==> config.mk <==
export PLATFORM = sky130hd
export DESIGN_NAME = smg_scan_mod_flat
export DESIGN_NICKNAME = d
export VERILOG_FILES = /design/src/rtl/smg_scan_if.sv /design/src/rtl/smg_scan_mod.sv /design/src/flat_wrapper.sv
export SDC_FILE = /design/constraint.sdc
export NUM_CORES = 1
export LEC_CHECK = 0
export BUFFER_PORTS_ARGS = -buffer_cell sky130_fd_sc_hd__buf_4
export CORE_MARGIN = 5
export CORE_UTILIZATION = 50
export DETAILED_ROUTE_END_ITERATION = 10
export GPL_ROUTABILITY_DRIVEN = 0
export PLACE_DENSITY = 0.7
export RECOVER_POWER = 100
export SETUP_SLACK_MARGIN = 0.15
export SYNTH_ARGS = -nofsm -noshare
export SYNTH_HDL_FRONTEND = slang
export SYNTH_SLANG_ARGS = --single-unit
==> constraint.sdc <==
create_clock -name CLK -period 2.4 [get_ports CLK]
set_clock_uncertainty 0.1 [all_clocks]
set_input_delay 0.24 -clock CLK [delete_from_list [all_inputs] [get_ports CLK]]
set_output_delay 0.24 -clock CLK [all_outputs]
set_load 0.02 [all_outputs]
==> src/rtl/smg_scan_if.sv <==
// Segment-code / display bus between the segment encoder and the scan driver.
// master: encoder side (drives codes); slave: scan driver side (drives the display).
interface smg_scan_if;
  logic [7:0] ten_encode;
  logic [7:0] one_encode;
  logic [7:0] smg_data;
  logic [1:0] smg_scan;

  modport master (
    output ten_encode,
    output one_encode,
    input  smg_data,
    input  smg_scan
  );

  modport slave (
    input  ten_encode,
    input  one_encode,
    output smg_data,
    output smg_scan
  );
endinterface

==> src/rtl/smg_scan_mod.sv <==
// Two-digit common-anode 7-seg scan driver with per-slot blanking and code latching.
// Optional leading-zero suppression of the ten digit: define SMG_ZERO_BLANK_EN.
module smg_scan_mod #(
  parameter int unsigned SCAN_T  = 20000,
  parameter int unsigned BLANK_T = 200
) (
  input logic       CLK,
  input logic       RST_n,
  smg_scan_if.slave bus
);

  if (SCAN_T < 2 || SCAN_T > 65535 || BLANK_T < 1 || BLANK_T >= SCAN_T) begin : g_param_check
    $error("smg_scan_mod: illegal SCAN_T/BLANK_T combination");
  end

  typedef enum logic [1:0] {
    S_BLANK_TEN,
    S_SHOW_TEN,
    S_BLANK_ONE,
    S_SHOW_ONE
  } state_t;

  localparam logic [15:0] CNT_LAST  = 16'(SCAN_T - 1);
  localparam logic [15:0] BLANK_END = 16'(BLANK_T);
  localparam logic [7:0]  SEG_OFF   = 8'hFF;
  localparam logic [1:0]  SEL_NONE  = 2'b11;
  localparam logic [1:0]  SEL_TEN   = 2'b01;
  localparam logic [1:0]  SEL_ONE   = 2'b10;

  state_t      state;
  logic [15:0] cnt;
  logic        ptr_ten;
  logic [7:0]  ten_hold;
  logic [7:0]  one_hold;

  // Display word {smg_data, smg_scan} for a ten-digit code.
  function automatic logic [9:0] ten_word(input logic [7:0] code);
`ifdef SMG_ZERO_BLANK_EN
    if (code == 8'hC0) return {SEG_OFF, SEL_NONE};
`endif
    return {code, SEL_TEN};
  endfunction

  function automatic logic [9:0] one_word(input logic [7:0] code);
    return {code, SEL_ONE};
  endfunction

  // cnt holds the number of edges already taken in the current slot, so the
  // state change decided at cnt==BLANK_T lands on relative edge BLANK_T+1 and
  // the change decided at cnt==0 lands on the first edge of the next slot.
  always_ff @(posedge CLK or negedge RST_n) begin
    if (!RST_n) begin
      state        <= S_BLANK_TEN;
      cnt          <= '0;
      ptr_ten      <= 1'b1;
      ten_hold     <= '1;
      one_hold     <= '1;
      bus.smg_data <= '1;
      bus.smg_scan <= '1;
    end else begin
      if (cnt == CNT_LAST) begin
        cnt     <= '0;
        ptr_ten <= ~ptr_ten;
      end else begin
        cnt <= cnt + 16'd1;
      end

      case (state)
        S_BLANK_TEN: begin
          if (cnt == BLANK_END) begin
            state                        <= S_SHOW_TEN;
            ten_hold                     <= bus.ten_encode;
            {bus.smg_data, bus.smg_scan} <= ten_word(bus.ten_encode);
          end else begin
            {bus.smg_data, bus.smg_scan} <= {SEG_OFF, SEL_NONE};
          end
        end

        S_BLANK_ONE: begin
          if (cnt == BLANK_END) begin
            state                        <= S_SHOW_ONE;
            one_hold                     <= bus.one_encode;
            {bus.smg_data, bus.smg_scan} <= one_word(bus.one_encode);
          end else begin
            {bus.smg_data, bus.smg_scan} <= {SEG_OFF, SEL_NONE};
          end
        end

        S_SHOW_TEN: begin
          if (cnt == '0) begin
            state                        <= ptr_ten ? S_BLANK_TEN : S_BLANK_ONE;
            {bus.smg_data, bus.smg_scan} <= {SEG_OFF, SEL_NONE};
          end else begin
            {bus.smg_data, bus.smg_scan} <= ten_word(ten_hold);
          end
        end

        S_SHOW_ONE: begin
          if (cnt == '0) begin
            state                        <= ptr_ten ? S_BLANK_TEN : S_BLANK_ONE;
            {bus.smg_data, bus.smg_scan} <= {SEG_OFF, SEL_NONE};
          end else begin
            {bus.smg_data, bus.smg_scan} <= one_word(one_hold);
          end
        end

        default: begin
          state                        <= S_BLANK_TEN;
          {bus.smg_data, bus.smg_scan} <= {SEG_OFF, SEL_NONE};
        end
      endcase
    end
  end

endmodule

==> src/flat_wrapper.sv <==
// flat-port wrapper written by rule: the top's interface ports become plain ports
module smg_scan_mod_flat 
#(
  parameter int unsigned SCAN_T  = 20000,
  parameter int unsigned BLANK_T = 200
)
  (CLK, RST_n, bus_ten_encode, bus_one_encode, bus_smg_data, bus_smg_scan);
  smg_scan_if bus_i ();
  input logic CLK;
  input logic RST_n;
  input wire logic [$bits(bus_i.ten_encode)-1:0] bus_ten_encode;
  input wire logic [$bits(bus_i.one_encode)-1:0] bus_one_encode;
  output wire logic [$bits(bus_i.smg_data)-1:0] bus_smg_data;
  output wire logic [$bits(bus_i.smg_scan)-1:0] bus_smg_scan;
  assign bus_i.ten_encode = bus_ten_encode;
  assign bus_i.one_encode = bus_one_encode;
  assign bus_smg_data = bus_i.smg_data;
  assign bus_smg_scan = bus_i.smg_scan;
  smg_scan_mod #(.SCAN_T(SCAN_T), .BLANK_T(BLANK_T)) u_core (.CLK(CLK), .RST_n(RST_n), .bus(bus_i));
endmodule
Yosys cells after proc, flatten, opt, wreduce, memory -nomap -nowiden
Cells that the tools add are included.
{ "totals": {"register_bits": 45, "latch_bits": 0, "ram_bits": 0, "mem_bits_ro": 0, "inputBits": 18, "output_inout_bits": 10, "elab_cells": 39, "n_memories": 0} }
{ "op_classes": {"addsub": 1, "mul": 0, "div_mod_pow": 0, "n_lt_le_gt_ge": 0, "eq_ne": 8, "shifts": 0, "mux": 16, "bitwise": 1, "n_reduce_logical": 6} }
{ "ops": {"columns": ["cell", "n"], "rows": [
  ["$mux 8", 4],
  ["$pmux 8 s4", 1],
  ["$add 16x1->16 const B", 1],
  ["$eq 16x15->1 const B", 1],
  ["$eq 16x8->1 const B", 1],
  ["$logic_not 16->1", 1],
  ["$mux 16", 1],
  ["$mux 2", 6],
  ["$pmux 2 s4", 1],
  ["$ne 2x1->1 const B", 3],
  ["$pmux 2 s3", 1],
  ["$eq 2x2->1 const B", 2],
  ["$reduce_and 2->1", 2],
  ["$reduce_and 3->1", 1],
  ["$eq 2x1->1 const B", 1],
  ["$logic_not 2->1", 1],
  ["$mux 1", 2],
  ["$reduce_or 2->1", 1],
  ["$not 1->1", 1]
]} }

Logic depth before layout (Yosys ltp)
Gate-level depths: netlist (run 1).
{ "depth": {"ltp_word": 4, "ltp_mapped": 7, "mapped_depth_nobuf": 6} }

Worst setup path before layout (run 1)
OpenSTA, ideal clock, no wires.
{ "synth_timing": {"kind": "register to register", "from": "reg u_core.cnt[0]", "to": "reg u_core.ten_hold[0]", "setup_time_ps": 82, "arrival_time_ps": 1679, "required_time_ps": 2218, "slack_ps": 539, "path_stages_with_launch": 8, "path_buffers": 1, "synth_period_minus_slack_ps": 1861, "cell_sequence": "dfrtp_1 -> inv_1 -> ha_1 -> nor4b_2 -> and4_1 -> and2_1 -> buf_4 -> mux2_2"} }
{ "synth_between": {"elab_chain_len": 2} }
{ "synth_lines": {"columns": ["element", "line_no", "rtl"], "rows": [
  ["from (decl)", "smg_scan_mod.sv:31", "logic [15:0] cnt;"],
  ["from (signal assigned)", "smg_scan_mod.sv:65", "cnt <= cnt + 16'd1;"],
  ["$eq 16x8->1", "smg_scan_mod.sv:70", "if (cnt == BLANK_END) begin"],
  ["$reduce_and 2->1 (no line)", null, null],
  ["to (signal assigned)", "smg_scan_mod.sv:72", "ten_hold <= bus.ten_encode;"],
  ["to (decl)", "smg_scan_mod.sv:33", "logic [7:0] ten_hold;"]
]} }
No other way between the ends.
A chain may end at the register's enable or synchronous reset.

Worst setup path after layout (run 1)
{ "layout_timing": {"from": "reg u_core.cnt[0]", "to": "reg u_core.ptr_ten"} }
{ "layout_between": {"elab_chain_len": 1} }
{ "layout_lines": {"columns": ["element", "line_no", "rtl"], "rows": [
  ["$eq 16x15->1", "smg_scan_mod.sv:61", "if (cnt == CNT_LAST) begin"],
  ["to (signal assigned)", "smg_scan_mod.sv:63", "ptr_ten <= ~ptr_ten;"],
  ["to (decl)", "smg_scan_mod.sv:32", "logic ptr_ten;"]
]} }
No other way between the ends.

==> results.md, run 1 <==
- Status: finished clean
- Count of final setup violators: 0
- Nets: between 200 and 250
- Routed via count: about 1.3k
- Register area share after synthesis: between 50% and 60%
- Initial cell density of the core: 51.0%
- I/O pins: 28
- Switch Pwr: roughly 0.27 mW
- Post-synth net total: approximately 190
- Startpoint types: flip-flop
- TritonCTS sink count: 45
- I/O Buffers: 27
- Yosys reg bits: 45
- Dpl cell area: about 2400 sq um
- Post-Route WL: 3.98 mm
- Sequential share of power: between 50 and 60%
- VDD IR max: between 0.0002 and 0.0003 V
- Global-route wire length before repair: between 7 and 8 mm
- Worst Hold Depth: 2
- Max-slew violations: 0
- Combinational family with the most area after synthesis: multiplexers
- HPWL after detailed placement: around 2.8 mm
- Power Density: roughly 550 nW/um^2
- Number of global-route vias before repair: 1,471
- Worst slew pin tran: between 1 and 1.5 ns
- Antenna fix cells: 0
- Max Cap Viol: 0
- Layout Area Growth over Synthesis: 11.6%
- Vias per cell: 5.39
- Count of different cell masters after synthesis: 36
- Crit path max fanout: 9
- Largest net degree at the start of global routing: 46
- Combinational fraction of design power: under 10%
- GR Overflow Total: 0
- ANT nets after route: 0
- Reg2Reg Depth: 5
- CTS root buf: clkbuf_8
- Syn. warnings: 0
- Fmax: between 0.4 and 0.5 GHz
- Post-Synth XOR/XNOR Area: 5.99%
- Antenna violations before repair: 0
- Layout cells sized above 1: 36.7%
- Crit. End Element: flip-flop
- Unrepaired setup endpoints after global routing: no
- Clock buffer depth: 2
- Critical path arrival: roughly 2.2 ns
- Post-Syn Instances: 166
- DR iter-0 viols: 49
- Final worst-path cycle share: between 80 and 90%
- DRC Markers: 0
- CTS tree: yes
- Cell Rows: 24
- Final Hold Vio Count: 0
- PnR Total Power: between 1 and 1.5 mW
- Die X: ~76 um
- Fin Setup TNS: 0 ns
- Clock Latency Late Sink: between 0.2 and 0.3 ns
- Post-synthesis area per instance: around 13 sq um
- Int Pwr: between 1 and 1.5 mW
- Adder-cell share of the synthesized area: between 1 and 1.5%
- Proportion of synthesized area in mux cells: 16.9%
- Static Leak: a little under 1 nW
- TritonCTS Buffers: 5
- Clock-pin slew on the worst setup and hold paths: 0.08 ns
- Die height: 76.2 um
- Gr usage total: 15.1%
- # H-tree levels: 2
- Final instance area: about 2400 sq um
- Crit path kind: reg -> reg
- Clk pwr share: 38.1%
- Critical Path RT: approximately 2.5 ns
- Slew margin rel.: between 20% and 30%
- Synth Area in Compound Gates: under 10%
- Netlist Area Pre-Place: ~2200 sq um
- Sw frac: 20.2%
- Post-layout min period: just over 2 ns
- Avg WL per Cell: ~16 um
- Simple-Gate Fraction of Synth Area: between 15 and 20%
- Hold Crit Class: in -> reg
- Core ar.: around 4300 sq um
- Die ar.: roughly 5800 sq um
- 1st-pass router iterations: 4
## area by class of cell
class	instances	area [sq um]
Clock buffer	7	97.6
Multi-Input combinational cell	107	908
Tap cell	52	65.1
Timing Repair Buffer	30	188
Clock inverter	1	5.00
Fill cell	379	1850
Sequential cell	45	1160
Inverter	6	22.5
## cells by family after synthesis
logic type / count (synthesis)
adder cells (fa/ha/maj): 2
buffers and inverters: 14
flip-flops: 45
AO/OA/AOI/OAI: 11
AND/OR/NAND/NOR: 47
XOR/XNOR: 15
multiplexers: 32
## layout by cell type (no fill, tap or decap), drive strengths merged
| cell | netlist | final |
|---|---|---|
| inv | 6 | 6 |
| xnor2 | 9 | 9 |
| and4 | 1 | 1 |
| clkbuf | 0 | 18 |
| nand2 | 7 | 7 |
| mux2i | 16 | 16 |
| o31ai | 1 | 1 |
| nand3 | 5 | 5 |
| and4b | 1 | 1 |
| nor2 | 10 | 10 |
| and3 | 2 | 2 |
| dlygate4sd3 | 0 | 1 |
| buf | 8 | 18 |
| nand4 | 5 | 5 |
| mux2 | 16 | 16 |
| nor4b | 2 | 2 |
| dfrtp | 18 | 18 |
| o21ai | 1 | 1 |
| ha | 2 | 2 |
| clkinv | 0 | 1 |
| nor2b | 1 | 1 |
| a41oi | 1 | 1 |
| a22oi | 8 | 8 |
| nand4b | 1 | 1 |
| or2 | 2 | 2 |
| nor3 | 3 | 3 |
| and2 | 1 | 1 |
| xor2 | 6 | 6 |
| dfstp | 27 | 27 |
| nor4 | 6 | 6 |
## power by group through the flow
stage	registers (mW)	clock network, mW	logic [mW]
final	0.776	0.508	0.0510
after global routing	0.777	0.569	0.0581
after CTS	0.776	0.530	0.0580
after detailed placement	0.789	0	0.0561
after global placement	0.788	0	0.0539
after floorplan	0.787	0	0.0147
## synthesized netlist by cell type, drive strengths merged
cell type | instances | area share [%]
a22oi | 8 | 2.7
a41oi | 1 | 0.74
and2 | 1 | 0.29
and3 | 2 | 0.57
and4 | 1 | 0.40
and4b | 1 | 0.46
buf | 8 | 2.7
dfrtp | 18 | 21
dfstp | 27 | 32
ha | 2 | 1.1
inv | 6 | 1.0
mux2 | 16 | 9.6
mux2i | 16 | 7.3
nand2 | 7 | 1.9
nand3 | 5 | 1.1
nand4 | 5 | 1.7
nand4b | 1 | 1.1
nor2 | 10 | 1.7
nor2b | 1 | 0.29
nor3 | 3 | 0.68
nor4 | 6 | 2.7
nor4b | 2 | 1.8
o21ai | 1 | 0.23
o31ai | 1 | 0.34
or2 | 2 | 0.57
xnor2 | 9 | 3.6
xor2 | 6 | 2.4
## sequential cells by signal (all words and copies together), names as in the netlist, named ones only
signal and count:
u_core.bus.smg_scan 2, u_core.cnt 16, u_core.one_hold 8, u_core.ptr_ten 1, u_core.ten_hold 8, u_core.state 1
u_core.bus.smg_data 8
## stage by stage
step                hold WS (ns)  worst slack, ns  utilization [%]  cells
detailed placement         0.173            0.264             56.3    239
finish                    0.0768            0.323             57.0    248
floorplan                 -0.156            0.539                -    166
global placement           0.156            0.348             56.3    239
global route              0.0614            0.184             57.0    248
CTS                       0.0751            0.254             58.9    248
## path summary, 6_finish.rpt
check	start	endpoint	slack (ns)
worst min register to register	flip-flop	u_core.bus.smg_scan[1]	0.39
worst min-delay path	bus_one_encode[4]	u_core.one_hold[4]	0.08
worst max-delay path	u_core.cnt[0]	u_core.ptr_ten	0.32
min in group asynchronous	RST_n	u_core.cnt[15]	0.58
max in group asynchronous	RST_n	u_core.cnt[1]	0.96
worst max register to register	u_core.cnt[0]	u_core.ptr_ten	0.32
## layer usage
| metal | track usage (%) | part of all wire, % | vias up |
|---|---|---|---|
| met2 | 24.8 | 51 | 26 |
| li1 | - | - | 646 |
| met1 | 18.8 | 44 | 660 |
| met3 | 5.32 | 4.5 | 4 |
| met5 | 0 | 0 | - |
| met4 | 3.85 | 0.73 | 0 |
## worst max-delay path: stages (launching register included)
cell and delay, ns:
dfrtp_1 0.41, ha_1 0.24, nand4_1 0.22, nand4b_1 0.29, nor4b_4 0.56, xor2_1 0.19
## timing repair
| item | 4_1_cts | 5_1_grt |
|---|---|---|
| setup endpoints to repair | 0 | 8 |
| setup buffers | 0 | 0 |
| hold buffers | 1 | 0 |
| gates resized for setup | 0 | 1 |
| hold endpoints to repair | 18 | 0 |
(Power assumes the default switching activity.)
==> inputs of run 2 (changes only) <==
CORE_UTILIZATION = 30   (was 50)
PLACE_DENSITY = default   (was 0.7)
PLACE_DENSITY_LB_ADDON = 0.25   (was default)
==> results.md, run 2 (same netlist as run 1, synthesis figures left out) <==
- Status: finished clean
- PnR Total Power: roughly 1.3 mW
- Sequential share of power: between 50 and 60%
- Most frequent cells in the layout: dfstp_2 (27), dfrtp_1 (18), buf_4 (18), mux2i_1 (16), clkbuf_1 (11)
- Crit. End Element: flip-flop
- Core ar.: roughly 7200 sq um
- Cell Rows: 31
- Avg WL per Cell: roughly 14 um
- Fmax: roughly 0.48 GHz
- # H-tree levels: 2
- Hold Crit Class: in -> reg
- Post-Route WL: about 4.2 mm
- Clk pwr share: between 30% and 40%
- Vias per cell: about 4.5
- Routed via count: approximately 1.3k
- Sw frac: between 20% and 30%
- Antenna fix cells: 0
- Static Leak: between 1 and 1.5 nW
- Max FFs per register: 16
- VDD IR max: approximately 0.00025 V
- Unrepaired setup endpoints after global routing: no
- Global-route wire length before repair: 7.33 mm
- Crit path kind: reg -> reg
- Largest net degree at the start of global routing: 46
- Dpl cell area: ~2500 sq um
- Clock-pin slew on the worst setup and hold paths: around 0.1 ns
- Gr usage total: between 10% and 20%
- Max-slew violations: 0
- Die X: 95.5 um
- Nets: about 220
- Initial cell density of the core: a little under a third
- Startpoint types: flip-flop
- GR Overflow Total: 0
- CP max stage delay: 0.55 ns
- 1st-pass router iterations: 4
- Antenna violations before repair: 0
- Slew margin rel.: between 20% and 30%
- Top reg by flops: u_core.cnt
- Critical path arrival: 2.22 ns
- Critical Path RT: ~2.5 ns
- Number of global-route vias before repair: approximately 1.4k
- DRC Markers: 0
- I/O pins: 28
- TritonCTS Buffers: 5
- Most common cell after layout, fill and taps aside: dfstp_2
- Worst slew pin tran: between 1 and 1.5 ns
- DR iter-0 viols: 41
- Layout cells sized above 1: 36.0%
- I/O Buffers: 27
- Die height: approximately 95 um
- TritonCTS sink count: 45
- Final instance area: around 2500 sq um
- CP max-delay cell: nor4b_4
- ANT nets after route: 0
- CTS tree: yes
- Fin Setup TNS: 0 ns
- Count of final setup violators: 0
- CTS root buf: clkbuf_8
- Post-layout min period: 2.09 ns
- Fin util: 34.7%
- Max Cap Viol: 0
- CP Cell Sequence: ha_1, nand4_1, nand4b_4, nor4b_4, xor2_1
- Power Density: 531 nW/um^2
- Final worst-path cycle share: between 80 and 90%
- Combinational fraction of design power: 3.8%
- HPWL after detailed placement: 2.91 mm
- Final Hold Vio Count: 0
- Clock Latency Late Sink: between 0.3 and 0.4 ns
- Switch Pwr: around 0.31 mW
- Crit path max fanout: 9
- Int Pwr: 1.01 mW
- Clock buffer depth: 2
- Die ar.: 9120 sq um
- Layout Area Growth over Synthesis: 13.5%
## run 2: critical path, delay by kind of cell, from the launching register on
family	cells	cell delay (ns)
xor+xnor	1	0.19
fa+ha+maj	1	0.24
flops	1	0.42
simple gates	3	1.07
## run 2: power by group through the flow
stage	Clock [mW]	Sequential, mW	Combinational, mW
2_1_floorplan	0	0.787	0.0147
3_3_place_gp	0	0.789	0.0573
3_5_place_dp	0	0.789	0.0569
4_1_cts	0.513	0.776	0.0586
5_1_grt	0.543	0.777	0.0575
6_report	0.496	0.775	0.0506
## run 2: final timing paths
check	from	endpoint	slack (ns)	cells past startpoint
max	u_core.cnt[0]	u_core.ptr_ten	0.31	5
max reg2reg	u_core.cnt[0]	u_core.ptr_ten	0.31	5
min reg2reg	flip-flop	u_core.bus.smg_scan[1]	0.37	2
min in group asynchronous	RST_n	u_core.cnt[7]	0.58	2
max in group asynchronous	RST_n	u_core.state[0]	0.95	2
min	bus_one_encode[4]	u_core.one_hold[4]	0.05	2
## run 2: metrics by stage
stage | hold WS [ns] | cells | setup slack [ns]
6_report | 0.0462 | 296 | 0.309
4_1_cts | 0.0567 | 296 | 0.293
3_3_place_gp | 0.183 | 287 | 0.344
2_1_floorplan | -0.156 | 166 | 0.539
3_5_place_dp | 0.180 | 287 | 0.297
5_1_grt | 0.0485 | 296 | 0.162
## run 2: what timing repair did
action                                 4_1_cts  5_1_grt
hold buffers                                 1        0
endpoints found under the hold margin       18        0
buffers inserted                             0        0
setup endpoints to repair                    0        7
resized for setup                            0        1
## run 2: routing by layer
metal	part of all wire (%)	GRT usage, %	vias up
met5	0	0	-
met2	46	17.1	28
met3	5.8	2.92	7
met1	46	13.0	650
li1	-	-	647
met4	1.5	3.55	0
## run 2: final cells by class
cell class	count	area, sq um
Fill cell	730	4690
Sequential cell	45	1160
Multi-Input combinational cell	107	897
Clock inverter	3	25.0
Timing Repair Buffer	31	191
Inverter	6	22.5
Tap cell	99	124
Clock buffer	5	68.8
